## config.mk

```make
export PLATFORM = sky130hd
export DESIGN_NAME = count_ctrl
export DESIGN_NICKNAME = d
export VERILOG_FILES = /design/src/rtl/count_ctrl.sv
export SDC_FILE = /design/constraint.sdc
export NUM_CORES = 1
export LEC_CHECK = 0
export CAP_MARGIN = 40
export CORE_UTILIZATION = 30
export DETAILED_ROUTE_END_ITERATION = 8
export PLACE_DENSITY = 0.5
export REMOVE_ABC_BUFFERS = 1
export SYNTH_ARGS = -nofsm -noshare
export SYNTH_HDL_FRONTEND = slang
export SYNTH_SLANG_ARGS = --single-unit
```

## constraint.sdc

```tcl
create_clock -name clk -period 1.29 [get_ports clk]
set_clock_uncertainty 0.1 [all_clocks]
set_input_delay 0.258 -clock clk [delete_from_list [all_inputs] [get_ports clk]]
set_output_delay 0.258 -clock clk [all_outputs]
set_load 0.02 [all_outputs]
```

## src/rtl/count_ctrl.sv

```systemverilog
// Button-driven direction/pause controller for a reversible counter.
// Synchronizes and debounces three buttons and emits a prescaled step-enable.
module count_ctrl #(
  parameter int unsigned DIV = 4,
  parameter int unsigned DEB = 3
) (
  input  logic clk,
  input  logic rst_n,
  input  logic btn_up,
  input  logic btn_down,
  input  logic btn_pause,
  output logic en,
  output logic dir,
  output logic paused
);

  localparam int unsigned PW = (DIV > 1) ? $clog2(DIV) : 1;
  localparam int unsigned CW = (DEB > 1) ? $clog2(DEB) : 1;
  localparam int unsigned NB = 3;
  localparam int unsigned B_UP    = 0;
  localparam int unsigned B_DOWN  = 1;
  localparam int unsigned B_PAUSE = 2;

  typedef enum logic [1:0] {
    RUN_UP     = 2'd0,
    RUN_DOWN   = 2'd1,
    PAUSE_UP   = 2'd2,
    PAUSE_DOWN = 2'd3
  } state_t;

  state_t                 state;
  state_t                 state_nxt;
  logic [NB-1:0]          meta;
  logic [NB-1:0]          sync;
  logic [NB-1:0]          db;
  logic [NB-1:0][CW-1:0]  cnt;
  logic [NB-1:0][CW-1:0]  cnt_nxt;
  logic [NB-1:0]          flip;
  logic [NB-1:0]          press;
  logic [PW-1:0]          pre;
  logic [PW-1:0]          pre_nxt;
  logic                   en_nxt;
  logic                   cur_up;
  logic                   cur_pause;
  logic                   nxt_up;
  logic                   nxt_pause;
  logic                   dir_chg;

  // Debounce: db follows sync once it has disagreed for DEB consecutive edges.
  always_comb begin
    flip    = '0;
    press   = '0;
    cnt_nxt = '0;
    for (int unsigned i = 0; i < NB; i++) begin
      flip[i]  = (sync[i] != db[i]) && (cnt[i] == CW'(DEB - 1));
      press[i] = flip[i] & sync[i];
      if ((sync[i] == db[i]) || flip[i]) begin
        cnt_nxt[i] = '0;
      end else begin
        cnt_nxt[i] = cnt[i] + CW'(1);
      end
    end
  end

  // Control decisions act on presses in the same edge that db updates.
  always_comb begin
    cur_up    = (state == RUN_UP) || (state == PAUSE_UP);
    cur_pause = (state == PAUSE_UP) || (state == PAUSE_DOWN);
    nxt_up    = cur_up;
    if (press[B_UP] && !press[B_DOWN]) begin
      nxt_up = 1'b1;
    end else if (press[B_DOWN] && !press[B_UP]) begin
      nxt_up = 1'b0;
    end
    nxt_pause = cur_pause ^ press[B_PAUSE];
    dir_chg   = nxt_up != cur_up;
    case ({nxt_pause, nxt_up})
      2'b01:   state_nxt = RUN_UP;
      2'b00:   state_nxt = RUN_DOWN;
      2'b11:   state_nxt = PAUSE_UP;
      default: state_nxt = PAUSE_DOWN;
    endcase
  end

  // Prescaler restarts on a direction change so en never coincides with it.
  always_comb begin
    pre_nxt = pre;
    en_nxt  = 1'b0;
    if (dir_chg) begin
      pre_nxt = '0;
    end else if (!cur_pause) begin
      if (pre == PW'(DIV - 1)) begin
        pre_nxt = '0;
        en_nxt  = 1'b1;
      end else begin
        pre_nxt = pre + PW'(1);
      end
    end
  end

  always_ff @(posedge clk) begin
    if (!rst_n) begin
      meta   <= '0;
      sync   <= '0;
      db     <= '0;
      cnt    <= '0;
      pre    <= '0;
      en     <= 1'b0;
      state  <= RUN_UP;
      dir    <= 1'b1;
      paused <= 1'b0;
    end else begin
      meta   <= {btn_pause, btn_down, btn_up};
      sync   <= meta;
      db     <= db ^ flip;
      cnt    <= cnt_nxt;
      pre    <= pre_nxt;
      en     <= en_nxt;
      state  <= state_nxt;
      dir    <= nxt_up;
      paused <= nxt_pause;
    end
  end

endmodule

```

=== After elaboration in Yosys (flattened, before gate mapping) ===
Index checks and enable logic that the tools add are counted.

* Add/sub/neg operators: 4
* Equality and inequality tests: 15
* Multiplexer cells: 5
* Bitwise logic cells: 6
* Reductions and logical operators: 19

{| class="wikitable"
|+ Operator list
! cell !! count
|-
| == test 2 bit (second input constant) || 7
|-
| adder 2 x 1 -> 2 bit (second input constant) || 4
|-
| OR reduction 2 bit || 4
|-
| case mux 2 bit (3 select lines) || 1
|-
| logical AND 1 bit || 5
|-
| logical OR 1 bit || 5
|-
| zero test 2 bit || 2
|-
| != test 1 bit || 4
|-
| AND 1 bit || 3
|-
| == test 1 bit || 3
|-
| 2-to-1 mux 1 bit || 3
|-
| OR reduction 3 bit || 1
|-
| bitwise XOR 3 bit || 1
|-
| == test 2 x 1 -> 1 bit (second input constant) || 1
|-
| zero test 1 bit || 2
|-
| 2-to-1 mux 2 bit || 1
|-
| NOT 1 bit || 1
|-
| bitwise XOR 1 bit || 1
|}

* Flip-flop bits (word level): 22
* Bits of input ports: 5
* Output and inout bits: 3
* Word-level logic and storage cells: 60

=== Depth between registers and ports, before layout ===
Gate-level depths: netlist of the first run.

* Word-level depth: 9
* Depth in mapped cells: 5
* Mapped depth without buffers: 5

=== Worst setup path before layout of the first run ===
OpenSTA, ideal clock, no wires.

* Path kind: register to register
* Start point: register cnt[2] (netlist name)
* End point: register state[0]
* Library setup time: 0.115 ns
* Arrival: 1.185 ns
* Required time: 1.075 ns
* Setup slack: -0.109 ns
* Stages on the path, launching flop included: 6
* Buffers on the path: 0
* Period minus slack after synthesis: 1.399 ns
* Path through: dfxtp_1 > inv_1 > ha_1 > and3b_1 > maj3_2 > and2_1

* Cells in the longest elaborated chain, start to end: 8
* Elaborated cells on any way between the ends: 12
* Those cells by class: 3 x eq/ne; 3 x mux; 1 x bitwise; 5 x reduce/logical

{| class="wikitable"
|+ RTL lines
! element !! RTL line !! text
|-
| from (decl) || 36 || <nowiki>logic [NB-1:0][CW-1:0] cnt;</nowiki>
|-
| from (signal assigned) || 116 || <nowiki>cnt <= cnt_nxt;</nowiki>
|-
| == test 2 bit * || 55 || <nowiki>flip[i] = (sync[i] != db[i]) && (cnt[i] == CW'(DEB - 1));</nowiki>
|-
| logical AND 1 bit * || 55 ||
|-
| AND 1 bit * || 56 || <nowiki>press[i] = flip[i] & sync[i];</nowiki>
|-
| logical AND 1 bit / zero test 1 bit (equally long branches) || 72, 70 ||
|-
| 2-to-1 mux 1 bit / logical AND 1 bit (equally long branches) || 72, 70 ||
|-
| 2-to-1 mux 1 bit * || 70 || <nowiki>if (press[B_UP] && !press[B_DOWN]) begin</nowiki>
|-
| == test 2 bit (tied with other cells) || 77 || <nowiki>case ({nxt_pause, nxt_up})</nowiki>
|-
| case mux 2 bit (3 select lines) * || 77 ||
|-
| to (signal assigned) || 119 || <nowiki>state <= state_nxt;</nowiki>
|-
| to (decl) || 31 || <nowiki>state_t state;</nowiki>
|}

Mark *: on every way between the ends. The rest lies on a longest branch, timed or not.
A chain may end at the register's enable or synchronous reset.

=== Worst setup path after layout of the first run ===
Ends and elaborated chain as after synthesis.

==> impl_metrics.yaml, run 1 <==
route:
  drt-pass1-iter-count: 2
  wl_mm: 1.12
  drtIter0Drc: 1
  ant_nets: 0
  detail_route.wl_per_cell_um: 9.45
  viasPerCell: 4.41
  num_vias: 525
  drc: 0
timing:
  slew_headroom_pct: 85.9
  fmax_mhz: 732
  slew_violations: 0
  finalCriticalPeriod_ns: 1.37
  worstMarginPinSlew_ns: 0.210
  finalCritPeriodShare_pct: 106
  rsz0062_at_grt: "true"
  setup_violations: 1
  hold_viol_final: 0
  finalWorstSetupSlack_ns: -0.0753
place:
  dp_hpwl_um: 737
  gp_congestion: 0.605
  port_buffers: 7
  dpl_cell_area_um2: 950
  pre_cts_ws_ns: -0.149
cells_and_area:
  antennaDiodeCount: 0
  layout_common_cells: "dfxtp_1 (20), and2_1 (9), nor2_1 (6)"
  fin_area_um2: 1040
  drive_above_1_share_pct: 27.0
  syn2layout_area_growth_pct: 29.1
  n_fill_cell: 270
  fin_nets: 99
  layout_commonest_cell: "dfxtp_1"
global_route:
  overflow: 0
  grt_pass1_vias: 463
  grtUsageTotal_pct: 10.1
  antenna_found_initial: 0
  grt_max_degree: 20
  grt_pass1_wl_mm: 1.95
clocking:
  clock_path_buffers: 2
  h-tree-depth: 1
  path_clk_slew_ns: 0.11
  cts_tree: "done"
  root_buffer: "clkbuf_4"
  cts_buffers: 3
  clk_latency_ns: 0.30
  clock-sinks: 22
  ctsHoldBuffers: 0
run_status:
  status: "finished with violations"
  violations: "negative setup slack"
setup_path:
  worst-endpoint-required_ns: 1.40
  worstPathMaxFanout: 3
  critPathSlowestCell: "dfxtp_2"
  worstPathCellList: "inv_2 > ha_4 > and3b_1 > maj3_2 > and2_1"
  end_kind: "register"
  startpoint_type: "register"
  cp.arrival_ns: 1.48
  max_stage_delay_ns: 0.35
  crit_type: "register to register"
synth:
  syn_area_per_cell_um2: 10.9
  synth-seq-area-share_pct: 54.5
  synth-seq-cells: 22
  synth_cell_types: 21
  syn-cell-area_um2: 808
  netlist_instances: 74
  yosys_warnings: 0
die:
  pin_count: 8
  initial_core_util_pct: 32.0
  core_um2: 2520
  fp.dieH_um: 53.9
  row_count: 18
  design.die.area_um2: 2910
  die_x_um: 53.9
pwr:
  leakage_uw: 0.000416
  p_per_area_nw_per_um2: 1100
  peakVddDrop_uv: 546
hold_path:
  hp-class: "register to register"
run:
  cap_viol_max_count: 0
worst max-delay path, delay by kind of cell (launching register included):
kind,cells,cell delay (ns)
adders and majority gates,2,0.47
buffers and inverters,1,0.04
DFF,1,0.35
and+or+nand+nor,2,0.32
per-layer routing:
layer,track usage [%],part of all wire [%],up-vias
li1,-,-,273
met1,12.7,47,240
met2,13.8,46,8
met3,2.54,3.6,4
met4,9.21,2.8,0
met5,0,0,-
metrics by stage:
stage	setup TNS (ns)	power (uW)	instances	util, %	hold slack [ns]
floorplan	-0.109	758	72	-	0.220
global placement	-0.137	790	113	37.6	0.299
detailed placement	-0.302	793	113	37.6	0.305
CTS	-0.139	1180	119	40.5	0.306
global route	-0.292	1220	119	41.4	0.330
finish	-0.0753	1150	119	41.4	0.311
kinds of logic after synthesis:
group / synth area share, %
buffers and inverters: 2.48
xor gates and xnor gates: 4.34
AOI/OAI and AO/OA: 1.70
and+or+nand+nor: 24.5
muxes: 4.95
DFF: 54.5
adders and majority gates: 7.59
where the power goes:
group / total [uW] / switching [uW] / internal, uW / leakage, uW
sequential: 712 / 11.2 / 700 / 0.000180
clock: 370 / 198 / 172 / 0.0000210
combinational: 70.7 / 27.8 / 43.0 / 0.000215
total: 1150 / 237 / 916 / 0.000416
worst paths after layout:
kind / startpoint / end / slack (ns) / cells after the start
max: cnt[2] / state[0] / -0.08 / 5
min: cnt[0] / cnt[0] / 0.31 / 1
max reg2reg: cnt[2] / state[0] / -0.08 / 5
min reg2reg: cnt[0] / cnt[0] / 0.31 / 1
synth_stat cells, drive strengths merged:
cell      n  area share [%]
ha        4             6.2
nand2     2            0.93
and4bb    1             1.5
and2      9             7.0
and3b     1             1.1
nor3b     2             1.9
nand3b    5             4.6
inv       3             1.4
xnor2     1             1.1
mux2i     4             5.0
maj3      1             1.4
xor2      3             3.3
o2bb2ai   1             1.1
buf       1            0.62
nor3      2             1.2
a21oi     1            0.62
clkbuf    1            0.46
nand4b    1             1.1
nor2b     3             2.3
dfxtp    22              54
nor2      6             2.8
timing repair:
action / CTS / global route
setup endpoints to repair: 8 / 9
buffers inserted: 2 / 0
gates resized for setup: 15 / 9
pin swaps: 5 / 3
final cells by class:
class                      count  area (um^2)  area share (%)
clock buffer                   4         36.3            3.48
inverter                       3         11.3            1.08
multi-input combinational     47          389            37.3
sequential                    22          443            42.4
tap                           30         37.5            3.60
timing repair buffer          13          126            12.1
(Power assumes the default switching activity.)
==> inputs of run 2 (changes only) <==
--- a/config.mk
+++ b/config.mk
@@ -6,4 +6,5 @@
 export NUM_CORES = 1
 export LEC_CHECK = 0
+export ABC_AREA = 1
 export CAP_MARGIN = 40
 export CORE_UTILIZATION = 30
==> constraint.sdc (replaced) <==
create_clock -name clk -period 1.29 [get_ports clk]
set_clock_uncertainty 0.1 [all_clocks]
set_input_delay 0.1935 -clock clk [delete_from_list [all_inputs] [get_ports clk]]
set_output_delay 0.1935 -clock clk [all_outputs]
set_load 0.02 [all_outputs]
==> run 2 against run 1 <==
  * The flow now finishes without violations
  * Clock power grew 39%
  * Cell area decreased by 5.5%
  * Combinational power is 15% lower
  * Total power is 12% higher
  * Sequential power about the same
==> impl_metrics.yaml, run 2 <==
run_status:
  status: "finished, final reports clean"
setup_path:
  worstPathMaxFanout: 1
  startpoint_type: "register"
  max_stage_delay_ns: 0.33
  critPathLaunch: "paused"
  endpoint: "paused"
  reg2regPathDepth: 7
  crit_family: "flip-flops"
  regToRegSetupSlack_ns: 0.08
  worst-endpoint-required_ns: 1.00
  crit_type: "register to output port"
  cp.arrival_ns: 0.92
  worstReg2RegEnd: "pre[0]"
  end_kind: "output port"
  crit_cells: 1
  worstPathCellList: "clkdlybuf4s15_1"
  critPathSlowestCell: "dfxtp_1"
  reg2reg_from: "cnt[0]"
  critPathBufInv: 1
pwr:
  leakage_uw: 0.000431
  pwr-share-comb_pct: 4.7
  total_power_uw: 1290
  clkPwrFrac_pct: 40.0
  netSwitchingPower_uw: 242
  peakVddDrop_uv: 887
  p_seq_share_pct: 55.3
  p_int_uw: 1050
  p_per_area_nw_per_um2: 1310
  sw_frac_of_total_pct: 18.8
clocking:
  ctsHoldBuffers: 0
  cts_buffers: 3
  clock_path_buffers: 2
  h-tree-depth: 1
  clk_latency_ns: 0.30
  cts_tree: "done"
  clock-sinks: 22
  root_buffer: "clkbuf_4"
  path_clk_slew_ns: 0.12
timing:
  finalCritPeriodShare_pct: 94.1
  rsz0062_at_grt: "true"
  worstMarginPinSlew_ns: 0.330
  holdWs_ns: 0.299
  setup_violations: 0
  slew_violations: 0
  hold_viol_final: 0
  fmax_mhz: 824
  finalCriticalPeriod_ns: 1.21
  slew_headroom_pct: 77.9
cells_and_area:
  antennaDiodeCount: 0
  fin_area_um2: 986
  fin_nets: 112
  syn2layout_area_growth_pct: 20.9
  final_cell_count_no_fill: 132
  layout_commonest_cell: "dfxtp_1"
  layout_common_cells: "dfxtp_1 (20), inv_1 (15), nor2_1 (13)"
  drive_above_1_share_pct: 16.7
global_route:
  overflow: 0
  grt_pass1_vias: 546
  grt_max_degree: 14
  antenna_found_initial: 0
  grt_pass1_wl_mm: 2.15
  grtUsageTotal_pct: 10.7
synth:
  ys_top_cells_by_count: "dfxtp_1 (22), inv_1 (16), nor2_1 (13)"
  synth_edf_count: 0
  syn_area_per_cell_um2: 8.87
  yosys_warnings: 0
  yosys.area.top_type: "dfxtp_1"
  synth_area_leaders: "dfxtp_1 (54%), inv_1 (7.4%), ha_1 (6.1%), nor2_1 (6.0%), nand2_1 (5.5%)"
  netlist_instances: 92
  synth_top_area_share_pct: 54.0
  synth_cell_types: 18
  syn-cell-area_um2: 816
  synth-main-ff-cell: "dfxtp_1"
  async_flop_share_pct: 0
  synth-seq-area-share_pct: 54.0
  synth-seq-cells: 22
  synth_most_common_cell: "dfxtp_1"
route:
  drc: 0
  detail_route.wl_per_cell_um: 8.71
  drt-pass1-iter-count: 2
  drtIter0Drc: 3
  wl_mm: 1.15
  viasPerCell: 4.27
  ant_nets: 0
  num_vias: 564
place:
  gp_congestion: 0.706
  dp.cells: 128
  port_buffers: 7
  dp_hpwl_um: 891
  dpl_cell_area_um2: 918
die:
  row_count: 18
  fp.dieH_um: 54.1
  core_um2: 2520
  pin_count: 8
  design.die.area_um2: 2930
  die_x_um: 54.1
  initial_core_util_pct: 32.3
hold_path:
  worstHoldPathCells: 1
  hp-class: "register to register"
run:
  cap_viol_max_count: 0
## run 2: cell count changes after synthesis, moves of 3 or more
cell / change
nor2_1: +7
nand2_1: +10
and2_1: -9
a21oi_1: +5
mux2i_1: -3
inv_1: +13
nand3_2: +3
nand3b_1: -5
nor2b_1: -3
nand3_1: +4
## run 2: area by class of cell
type,count,area [um^2]
clock buffers,3,22.5
fillers,265,1540
repair buffers,8,72.6
clock inverters,1,30.0
multi-input cells,52,320
inverters,16,60.1
flip-flops and latches,22,443
well taps,30,37.5
## run 2: cells by family after synthesis
family          after synthesis  synth area share [%]
simple gates                 34                  19.6
buf+inv                      18                  8.90
mux                           1                  1.23
flops                        22                  54.0
xor+xnor                      1                  1.07
fa+ha+maj                     4                  6.14
compound gates               12                  9.05
## run 2: power by group through the flow
stage / Sequential [uW] / Combinational (uW) / Clock (uW)
4_1_cts: 712 / 61.1 / 540
2_1_floorplan: 726 / 32.5 / 0
3_5_place_dp: 727 / 61.7 / 0
5_1_grt: 716 / 73.1 / 572
3_3_place_gp: 727 / 60.7 / 0
6_report: 712 / 60.1 / 516
## run 2: what timing repair did
action | CTS | global route
gates resized for setup | 3 | 11
endpoints found under the setup margin | 3 | 9
setup buffers | 0 | 0
## run 2: metal layers
metal,vias up,part of all wire (%),GRT usage (%)
li1,306,-,-
met1,250,47,11.9
met2,6,48,16.9
met3,2,3.1,5.08
met4,0,1.3,5.13
met5,-,0,0
## run 2: through the flow
| stage | utilization, % | setup TNS [ns] | setup WS [ns] |
|---|---|---|---|
| after floorplan | - | 0 | 0.150 |
| after global placement | 36.4 | -0.464 | -0.0431 |
| after detailed placement | 36.4 | -0.639 | -0.0561 |
| after CTS | 38.3 | 0 | 0.0221 |
| after global routing | 39.1 | -0.00121 | -0.00121 |
| final | 39.1 | 0 | 0.0761 |
## run 2: worst min path at each step
stage / endpoint / from
final: cnt[0] / cnt[0]
after global routing: meta[0] / btn_up
after CTS: meta[0] / btn_up
after detailed placement: cnt[4] / cnt[4]
after global placement: cnt[2] / cnt[2]
after floorplan: dir / rst_n
## run 2: worst reg2reg max path, delay by kind of cell, from the launching register on
kind / cells / cell delay (ns)
AND/OR/NAND/NOR: 5 / 0.43
flip-flops: 1 / 0.34
buffers and inverters: 1 / 0.05
adder cells (fa/ha/maj): 1 / 0.20
==> inputs of run 3 (changes only) <==
- MAX_ROUTING_LAYER: unset -> met4
- SETUP_SLACK_MARGIN: unset -> 0.5
==> run 3 against run 2 <==
  * Routed wire length increased by 10%
  * Combinational power up 6.7%
  * Cell area up 12%
  * Sequential power about the same
  * Final cell count up 2.3%
  * Clock-buffer cell count unchanged
  * Sequential share of layout area down 3.9 points
  * Non-clock buffer count up 3
  * Critical path depth increased by 6
  * Clock power is 1% higher
  * Worst setup slack better by 0.070 ns
  * Register-to-register slack better by 0.07 ns
  * Critical path type is now register to register
  * Critical endpoint is now pre[0]
  * Largest power group unchanged
  * Highest routed layer unchanged
==> impl_metrics.yaml, run 3 (synthesis gave the netlist of run 2 again) <==
clocking:
  cts_tree: "done"
  ctsHoldBuffers: 0
  cts_buffers: 3
  clock_path_buffers: 2
  clk_latency_ns: 0.30
  root_buffer: "clkbuf_4"
  clock-sinks: 22
  h-tree-depth: 1
  path_clk_slew_ns: 0.12
setup_path:
  cp.arrival_ns: 1.26
  cp_common_cell: "nand3_2"
  worstPathCellList: "inv_2 > ha_4 > nand2_4 > nor2_4 > nand3_2 > nand3_2 > nor2_1"
  startpoint_type: "register"
  crit_cells: 7
  worstReg2RegEnd: "pre[0]"
  endpoint: "pre[0]"
  crit_type: "register to register"
  max_stage_delay_ns: 0.34
  critPathLaunch: "cnt[0]"
  reg2regPathDepth: 7
  worst-endpoint-required_ns: 1.41
  worstPathMaxFanout: 4
  regToRegSetupSlack_ns: 0.15
  reg2reg_from: "cnt[0]"
  critPathSlowestCell: "dfxtp_2"
  critPathBufInv: 1
  crit_family: "simple AND/OR/NAND/NOR gates"
  end_kind: "register"
timing:
  slew_headroom_pct: 76.3
  slew_violations: 0
  finalCritPeriodShare_pct: 88.7
  fmax_mhz: 874
  hold_viol_final: 0
  worstMarginPinSlew_ns: 0.355
  rsz0062_at_grt: "true"
  setup_violations: 0
  finalCriticalPeriod_ns: 1.14
  holdWs_ns: 0.289
  tns_ns: 0
pwr:
  p_per_area_nw_per_um2: 1180
  peakVddDrop_uv: 888
  total_power_uw: 1300
  leakage_uw: 0.000484
cells_and_area:
  drive_above_1_share_pct: 39.0
  layout_commonest_cell: "dfxtp_1"
  antennaDiodeCount: 0
  layout_common_cells: "dfxtp_1 (13), inv_1 (12), nor2_1 (11)"
  final_util_pct: 43.7
  fin_nets: 115
  syn2layout_area_growth_pct: 35.0
die:
  core_um2: 2520
  die_x_um: 54.1
  design.die.area_um2: 2930
  row_count: 18
  initial_core_util_pct: 32.3
  pin_count: 8
  fp.dieH_um: 54.1
route:
  drtIter0Drc: 3
  detail_route.wl_per_cell_um: 9.37
  dr.max_layer_used: "met4"
  wl_mm: 1.27
  dr_wl_met3_um: 51
  viasPerCell: 4.35
  drc: 0
  num_vias: 587
  wl_met1_um: 588
  drt-pass1-iter-count: 4
  ant_nets: 0
  wl_met2_um: 609
hold_path:
  hp-class: "input pin to register"
run_status:
  status: "finished, final reports clean"
global_route:
  grt_pass1_vias: 560
  grt_max_degree: 14
  grt_pass1_wl_mm: 2.24
  antenna_found_initial: 0
  grtUsageTotal_pct: 11.4
  overflow: 0
place:
  dp_hpwl_um: 891
  port_buffers: 7
  gp_congestion: 0.714
run:
  cap_viol_max_count: 0
-- run 3: cell count changes in the layout (fill, tap and decap cells not counted), sizes merged --
cell / before / now
clkdlybuf4s50: 4 / 3
buf: 1 / 7
clkdlybuf4s15: 2 / 0
clkbuf: 4 / 3
dlygate4sd2: 0 / 1
-- run 3: what timing repair did --
item,4_1_cts,5_1_grt
buffers inserted,1,2
gates resized for setup,43,9
setup endpoints to repair,25,19
hold endpoints to repair,0,0
pin swaps,9,6
cloned,0,0
-- run 3: per-layer routing --
metal,up-vias,GRT usage [%]
met4,0,5.13
met2,8,17.7
met1,266,12.5
li1,311,-
met5,-,-
met3,2,5.08
-- run 3: metrics by stage --
step	setup WS [ns]	area, um^2	std cells
after global placement	-0.0431	918	128
final	0.146	1100	135
after detailed placement	-0.0561	918	128
after global routing	0.0630	1100	135
after floorplan	0.150	803	90
after CTS	0.125	1050	133
-- run 3: cell type report --
| cell class | instances | area [um^2] |
|---|---|---|
| fill | 250 | 1420 |
| sequential | 22 | 452 |
| multi-input combinational | 52 | 393 |
| timing repair buffer | 11 | 106 |
| inverter | 16 | 60.1 |
| tap | 30 | 37.5 |
| clock inverter | 1 | 30.0 |
| clock buffer | 3 | 22.5 |
-- run 3: power by group --
| group | switching [uW] | internal, uW | leakage, uW | total, uW |
|---|---|---|---|---|
| Sequential | 14.3 | 701 | 0.000183 | 715 |
| Clock | 207 | 314 | 0.0000279 | 521 |
| Combinational | 30.6 | 33.5 | 0.000273 | 64.1 |
-- run 3: worst min-delay path by stage --
stage,cells past startpoint,endpoint,slack [ns],from
6_report,2,dir,0.29,rst_n
5_1_grt,2,dir,0.30,rst_n
3_5_place_dp,1,cnt[4],0.30,cnt[4]
2_1_floorplan,1,dir,0.18,rst_n
4_1_cts,2,dir,0.29,rst_n
3_3_place_gp,1,cnt[2],0.30,cnt[2]
-- run 3: worst register-to-register path, cell delays in order (launching register included) --
cell	delay, ns
dfxtp_2	0.34
inv_2	0.06
ha_4	0.15
nand2_4	0.06
nor2_4	0.12
nand3_2	0.08
nand3_2	0.10
nor2_1	0.05
